**src/rtl/lzc_serial_ctrl.sv**
```systemverilog
// lzc_serial_ctrl
//   Multi-cycle leading-zero counter for wide operands. One WIDTH-bit word is
//   accepted over a valid/ready handshake. It is then scanned one CHUNK-bit
//   segment per cycle, starting at the MSB segment. The scan stops at the
//   first non-zero segment. Each segment's count comes from a single-cycle
//   combinational LZC built on 4:1 mux primitives.
//
// Ports
//   clk        clock
//   rst        asynchronous active-high reset
//   flush      synchronous abort of any in-flight word
//   in_valid   input word valid
//   in_ready   controller can accept a word (registered)
//   in_data    operand, WIDTH bits
//   out_valid  result valid
//   out_ready  consumer accepts the result
//   out_count  leading-zero count, 0..WIDTH
//   out_zero   operand was all zeros
//
// state | meaning
// ------+-------------------------------------------------------------
// IDLE  | waiting for a word; in_ready high
// SCAN  | examining one chunk per cycle, MSB chunk first
// DONE  | result presented on out_count/out_zero until consumed
module lzc_serial_ctrl #(
  parameter int    WIDTH  = 64,
  parameter int    CHUNK  = 16,
  parameter string FAMILY = "Agilex"
) (
  input  logic                       clk,
  input  logic                       rst,
  input  logic                       flush,
  input  logic                       in_valid,
  output logic                       in_ready,
  input  logic [WIDTH-1:0]           in_data,
  output logic                       out_valid,
  input  logic                       out_ready,
  output logic [$clog2(WIDTH+1)-1:0] out_count,
  output logic                       out_zero
);

  localparam int NCH  = WIDTH / CHUNK;
  localparam int CW   = $clog2(WIDTH + 1);
  localparam int KW   = (NCH > 1) ? $clog2(NCH) : 1;
  localparam int LW   = $clog2(CHUNK);
  localparam int NNIB = CHUNK / 4;

  localparam logic [KW-1:0] K_LAST   = KW'(NCH - 1);
  localparam logic [CW-1:0] CHUNK_CW = CW'(CHUNK);
  localparam logic [CW-1:0] WIDTH_CW = CW'(WIDTH);

  typedef enum logic [1:0] {IDLE, SCAN, DONE} state_t;

  state_t           state, state_d;
  logic [KW-1:0]    k_q, k_d;
  logic [CW-1:0]    acc_q, acc_d;
  logic [CW-1:0]    count_q, count_d;
  logic             zero_q, zero_d;
  logic [WIDTH-1:0] data_q, data_d;
  logic             in_ready_q, out_valid_q;

  // The data register shifts left by one chunk per empty segment, so the
  // segment under test is always the top CHUNK bits.
  logic [CHUNK-1:0] chunk;
  logic             chunk_nz;
  logic [LW-1:0]    chunk_lzc;

  assign chunk    = data_q[WIDTH-1 -: CHUNK];
  assign chunk_nz = |chunk;

  // Per-nibble count: a 4:1 mux keyed by the top two bits of the nibble.
  // An all-zero nibble yields 3 but is masked by its non-zero flag.
  logic [1:0] nib_lzc [NNIB];
  logic       nib_nz  [NNIB];

  for (genvar g = 0; g < NNIB; g++) begin : g_nib
    logic [3:0] nib;
    assign nib       = chunk[CHUNK-1-4*g -: 4];
    assign nib_nz[g] = |nib;

    lzc_serial_ctrl_mux4 #(
      .W      (2),
      .FAMILY (FAMILY)
    ) u_mux (
      .sel (nib[3:2]),
      .d0  ({1'b1, ~nib[1]}),
      .d1  (2'd1),
      .d2  (2'd0),
      .d3  (2'd0),
      .y   (nib_lzc[g])
    );
  end

  // First non-zero nibble from the top decides the chunk count.
  always_comb begin
    logic found;
    found     = 1'b0;
    chunk_lzc = '0;
    for (int i = 0; i < NNIB; i++) begin
      if (!found && nib_nz[i]) begin
        chunk_lzc = LW'(4 * i) + LW'(nib_lzc[i]);
        found     = 1'b1;
      end
    end
  end

  logic accept;
  assign accept = in_valid & in_ready_q & ~flush;

  always_comb begin
    state_d = state;
    k_d     = k_q;
    acc_d   = acc_q;
    count_d = count_q;
    zero_d  = zero_q;
    data_d  = data_q;
    case (state)
      IDLE: begin
        if (accept) begin
          data_d  = in_data;
          k_d     = '0;
          acc_d   = '0;
          state_d = SCAN;
        end
      end
      SCAN: begin
        if (flush) begin
          state_d = IDLE;
        end else if (chunk_nz) begin
          count_d = acc_q + CW'(chunk_lzc);
          zero_d  = 1'b0;
          state_d = DONE;
        end else if (k_q == K_LAST) begin
          count_d = WIDTH_CW;
          zero_d  = 1'b1;
          state_d = DONE;
        end else begin
          acc_d  = acc_q + CHUNK_CW;
          k_d    = k_q + 1'b1;
          data_d = data_q << CHUNK;
        end
      end
      DONE: begin
        // flush takes priority; a result flushed alongside out_ready is dropped
        if (flush || out_ready) state_d = IDLE;
      end
      default: state_d = IDLE;
    endcase
  end

  always_ff @(posedge clk or posedge rst) begin
    if (rst) begin
      state       <= IDLE;
      k_q         <= '0;
      acc_q       <= '0;
      count_q     <= '0;
      zero_q      <= 1'b0;
      data_q      <= '0;
      in_ready_q  <= 1'b0;
      out_valid_q <= 1'b0;
    end else begin
      state       <= state_d;
      k_q         <= k_d;
      acc_q       <= acc_d;
      count_q     <= count_d;
      zero_q      <= zero_d;
      data_q      <= data_d;
      in_ready_q  <= (state_d == IDLE);
      out_valid_q <= (state_d == DONE);
    end
  end

  assign in_ready  = in_ready_q;
  assign out_valid = out_valid_q;
  assign out_count = count_q;
  assign out_zero  = zero_q;

endmodule

// lzc_serial_ctrl_mux4
//   4:1 mux primitive. The Stratix 10 variant uses an AND-OR form; other
//   families use a case-based select. Both are functionally identical.
// Ports
//   sel        select
//   d0..d3     data inputs, W bits
//   y          selected data
module lzc_serial_ctrl_mux4 #(
  parameter int    W      = 2,
  parameter string FAMILY = "Agilex"
) (
  input  logic [1:0]   sel,
  input  logic [W-1:0] d0,
  input  logic [W-1:0] d1,
  input  logic [W-1:0] d2,
  input  logic [W-1:0] d3,
  output logic [W-1:0] y
);

  if (FAMILY == "Stratix 10") begin : g_andor
    assign y = ({W{sel == 2'd0}} & d0) |
               ({W{sel == 2'd1}} & d1) |
               ({W{sel == 2'd2}} & d2) |
               ({W{sel == 2'd3}} & d3);
  end else begin : g_case
    always_comb begin
      case (sel)
        2'd0:    y = d0;
        2'd1:    y = d1;
        2'd2:    y = d2;
        default: y = d3;
      endcase
    end
  end

endmodule

```
**config.mk**
```make
export PLATFORM = sky130hd
export DESIGN_NAME = lzc_serial_ctrl
export DESIGN_NICKNAME = d
export VERILOG_FILES = /design/src/rtl/lzc_serial_ctrl.sv
export SDC_FILE = /design/constraint.sdc
export NUM_CORES = 1
export LEC_CHECK = 0
export ABC_AREA = 1
export CAP_MARGIN = 20
export CORE_UTILIZATION = 45
export CTS_BUF_LIST = sky130_fd_sc_hd__clkbuf_16
export CTS_CLUSTER_SIZE = 14
export DETAILED_ROUTE_END_ITERATION = 8
export MAX_ROUTING_LAYER = met4
export PLACE_DENSITY_LB_ADDON = 0.25
export SYNTH_ARGS = -nofsm -noshare
export SYNTH_HDL_FRONTEND = slang
export SYNTH_SLANG_ARGS = --single-unit
```
**constraint.sdc**
```tcl
create_clock -name clk -period 3.45 [get_ports clk]
set_clock_uncertainty 0.15 [all_clocks]
set_input_delay 0.5175 -clock clk [delete_from_list [all_inputs] [get_ports clk]]
set_output_delay 0.5175 -clock clk [all_outputs]
set_load 0.005 [all_outputs]
```
==> summary.md <==
| Metric | Value |
|---|---|
| Syn. warnings | `0` |
| Routability congestion estimate from global placement | `between 0.8 and 0.9` |
| Rows | `33` |
| Via density | `about 5.0` |
| Leak | `roughly 0.0025 uW` |
| Worst min path class | `reg2reg` |
| Crit path buf inv count | `3` |
| CP Capture Type | `register` |
| Synth area leaders | `dfrtp_1 (51%), nand2_1 (13%), o21ai_0 (8.7%)` |
| Nets | `644` |
| Worst-path fanout max | `61` |
| Synthesized netlist cell count | `501` |
| Mean cell area of the mapped netlist | `7.89 um^2` |
| Worst r2r src | `data_q[50]$_DFFE_PP0P_` |
| Post-synth top area share | `approximately half` |
| IO Port Bufs | `78` |
| Post-layout util | `around three fifths` |
| Outcome | `complete, no violations` |
| Hold bufs inserted after CTS | `0` |
| # diodes | `0` |
| Hold slack | `roughly 0.32 ns` |
| First-pass GRT wire length | `~15000 um` |
| Post-Syn Area | `around 0.004 mm^2` |
| CP most frequent cell | `o21ai_1` |
| Commonest cells after routing, fill and taps aside | `nand2_1 (138), inv_1 (87), dfrtp_1 (81)` |
| Final setup viols | `0` |
| Commonest non-fill, non-tap cell in the layout | `nand2_1` |
| Post-cts sizing count | `0` |
| Share of cells above drive strength 1 | `5.90%` |
| Critical path data required time | `3.55 ns` |
| CTS tree | `built` |
| RSZ-0062 raised after global routing | `false` |
| Crit Path Class | `in2reg` |
| Min Clock Period, post-route | `between 2 and 2.5 ns` |
| # Max-Cap Violations | `0` |
| Overall routed net length | `about 8700 um` |
| Cell taking the most area after synthesis | `dfrtp_1` |
| Placed Area | `around 0.0048 mm^2` |
| Clock buffer count from CTS | `9` |
| Final instance area | `approximately 0.0051 mm^2` |
| Crit-path slowest cell | `clkdlybuf4s50_1` |
| Floorplan die height | `95.8 um` |
| Largest net degree at the start of global routing | `62` |
| Drt drc | `0` |
| Min-delay src | `out_count[1]$_DFFE_PP0P_` |
| Slew Viols, Final | `0` |
| CP Launch Type | `input port` |
| Initial antenna violation count | `0` |
| CP delay by family, top | `buffers and inverters` |
| Clk buf depth | `2` |
| Crit path cell chain | `clkdlybuf4s50_1 -> nor2_2 -> nand4_2 -> buf_4 -> o21ai_1 -> nand3_2 -> nand2_4 -> buf_12 -> nand2_1 -> o21ai_1` |
| Slew Limit Headroom | `55.2%` |
| Core area | `0.00834 mm^2` |
| Worst-skew pair later-pin latency | `0.33 ns` |
| DR vias | `around 3.4k` |
| Die area | `a little over 0.009 mm^2` |
| Ports | `79` |
| Initial core utilization | `about 47%` |
| Post-route clock period utilization | `around 72%` |
| Initial DRC count | `roughly 200` |
| Grt ovf | `0` |
| CP arrival | `around 2.6 ns` |
| Post-synth cell types | `28` |
| Crit. Startpoint | `flush` |
| Post-DRT Antenna Nets | `0` |
| Number of H-tree levels | `3` |
| Die width | `95.8 um` |
| Register area share after synthesis | `roughly 51%` |
| Yosys reg bits | `81` |
| Worst-path clk slew | `around 0.060 ns` |
| Final HPWL DP | `about 6300 um` |
| Endpoints failing hold | `0` |
| Worst path max stage delay | `approximately 0.45 ns` |
| Overall Global Routing Usage | `between 20% and 30%` |
| CTS sink count | `slightly above 80` |
| Vias in the first global route | `approximately 3.3k` |
| Slew @ Worst Pin | `about 0.67 ns` |
| Post-Syn Nets | `573` |
| DR pass1 iterations | `4` |
| Area Growth Syn to Fin | `28.3%` |
| Drt wl/cell | `between 10 and 15 um` |
| Root Driver | `clkbuf_16` |
| Post-CTS Setup Repair Bufs | `0` |
| VDD IR-drop max | `0.329 mV` |
| Max Clock Freq | `0.404 GHz` |
| Final setup TNS | `0 ns` |
| Cell Pwr Density | `590 mW/mm^2` |
area by class of cell:
type	instances	area [um^2]
Clock inverter	6	52.6
Timing Repair Buffer	84	851
Tap cell	105	131
Inverter	87	328
Clock buffer	9	225
Fill cell	744	3270
Sequential cell	81	2030
Multi-Input combinational cell	309	1460
cells in the mapped netlist:
cell type,number
nand2_1,139
inv_1,86
dfrtp_1,81
o21ai_0,69
o21ai_1,31
o22ai_1,16
clkbuf_1,13
nor2_1,13
nand3_1,10
buf_6,6
a21oi_1,5
nor2_2,5
buf_2,4
nand2_2,4
ha_1,3
a31oi_1,2
nor2_4,2
xor2_1,2
buf_4,1
conb_1,1
inv_2,1
nand2_4,1
nand3_2,1
nand4_1,1
nand4_2,1
nor3_1,1
o31ai_1,1
xnor2_1,1
kinds of logic (layout without fill, tap and decap cells):
logic type / Yosys count / count (layout) / synth area share (%)
and+or+nand+nor: 178 / 178 / 18.8
xor gates and xnor gates: 3 / 3 / 0.664
adders and majority gates: 3 / 3 / 0.949
DFF: 81 / 81 / 51.2
buffers and inverters: 111 / 186 / 11.9
AOI/OAI and AO/OA: 124 / 124 / 16.3
other: 1 / 1 / 0.0948
worst reg2reg max path: stages, from the launching register on:
cell	delay, ns
dfrtp_1	0.39
nor2_1	0.18
nand3_1	0.25
nor2_4	0.20
nand3_2	0.09
nand2_4	0.41
buf_12	0.32
nand2_1	0.11
o21ai_1	0.09
flip-flops by register name, indices dropped and copies added, names as in the netlist:
signal     flops
data_q        64
out_zero       1
acc_q          3
out_valid      1
in_ready       1
out_count      7
k_q            2
state          2
power breakdown:
part / switching, uW / internal [uW]
sequential: 104 / 1210
combinational: 432 / 340
clock: 359 / 546
total: 895 / 2100
through the flow:
stage	instances	power (uW)	setup WS [ns]
after global placement	666	2070	0.731
after detailed placement	666	2110	0.639
after global routing	681	3190	0.836
after floorplan	501	1810	0.702
final	681	2990	0.975
after CTS	681	3010	0.977
routing by layer:
metal / share of wire, % / vias to the layer above / GRT usage [%] / routed length, um
li1: - / 1708 / - / -
met1: 45 / 1578 / 27.7 / 3930
met2: 49 / 79 / 35.8 / 4280
met3: 4.2 / 15 / 5.69 / 364
met4: 1.3 / 0 / 6.59 / 116
met5: 0 / - / - / 0
final timing paths:
| check | end | slack (ns) | depth (start not counted) |
|---|---|---|---|
| min reg2reg | out_count[1]$_DFFE_PP0P_ | 0.32 | 2 |
| max | data_q[36]$_DFFE_PP0P_ | 0.97 | 10 |
| min in group asynchronous | data_q[1]$_DFFE_PP0P_ | 0.43 | 2 |
| max reg2reg | data_q[36]$_DFFE_PP0P_ | 1.18 | 8 |
| max in group asynchronous | data_q[14]$_DFFE_PP0P_ | 2.04 | 3 |
| min | out_count[1]$_DFFE_PP0P_ | 0.32 | 2 |
(Power assumes the default switching activity.)
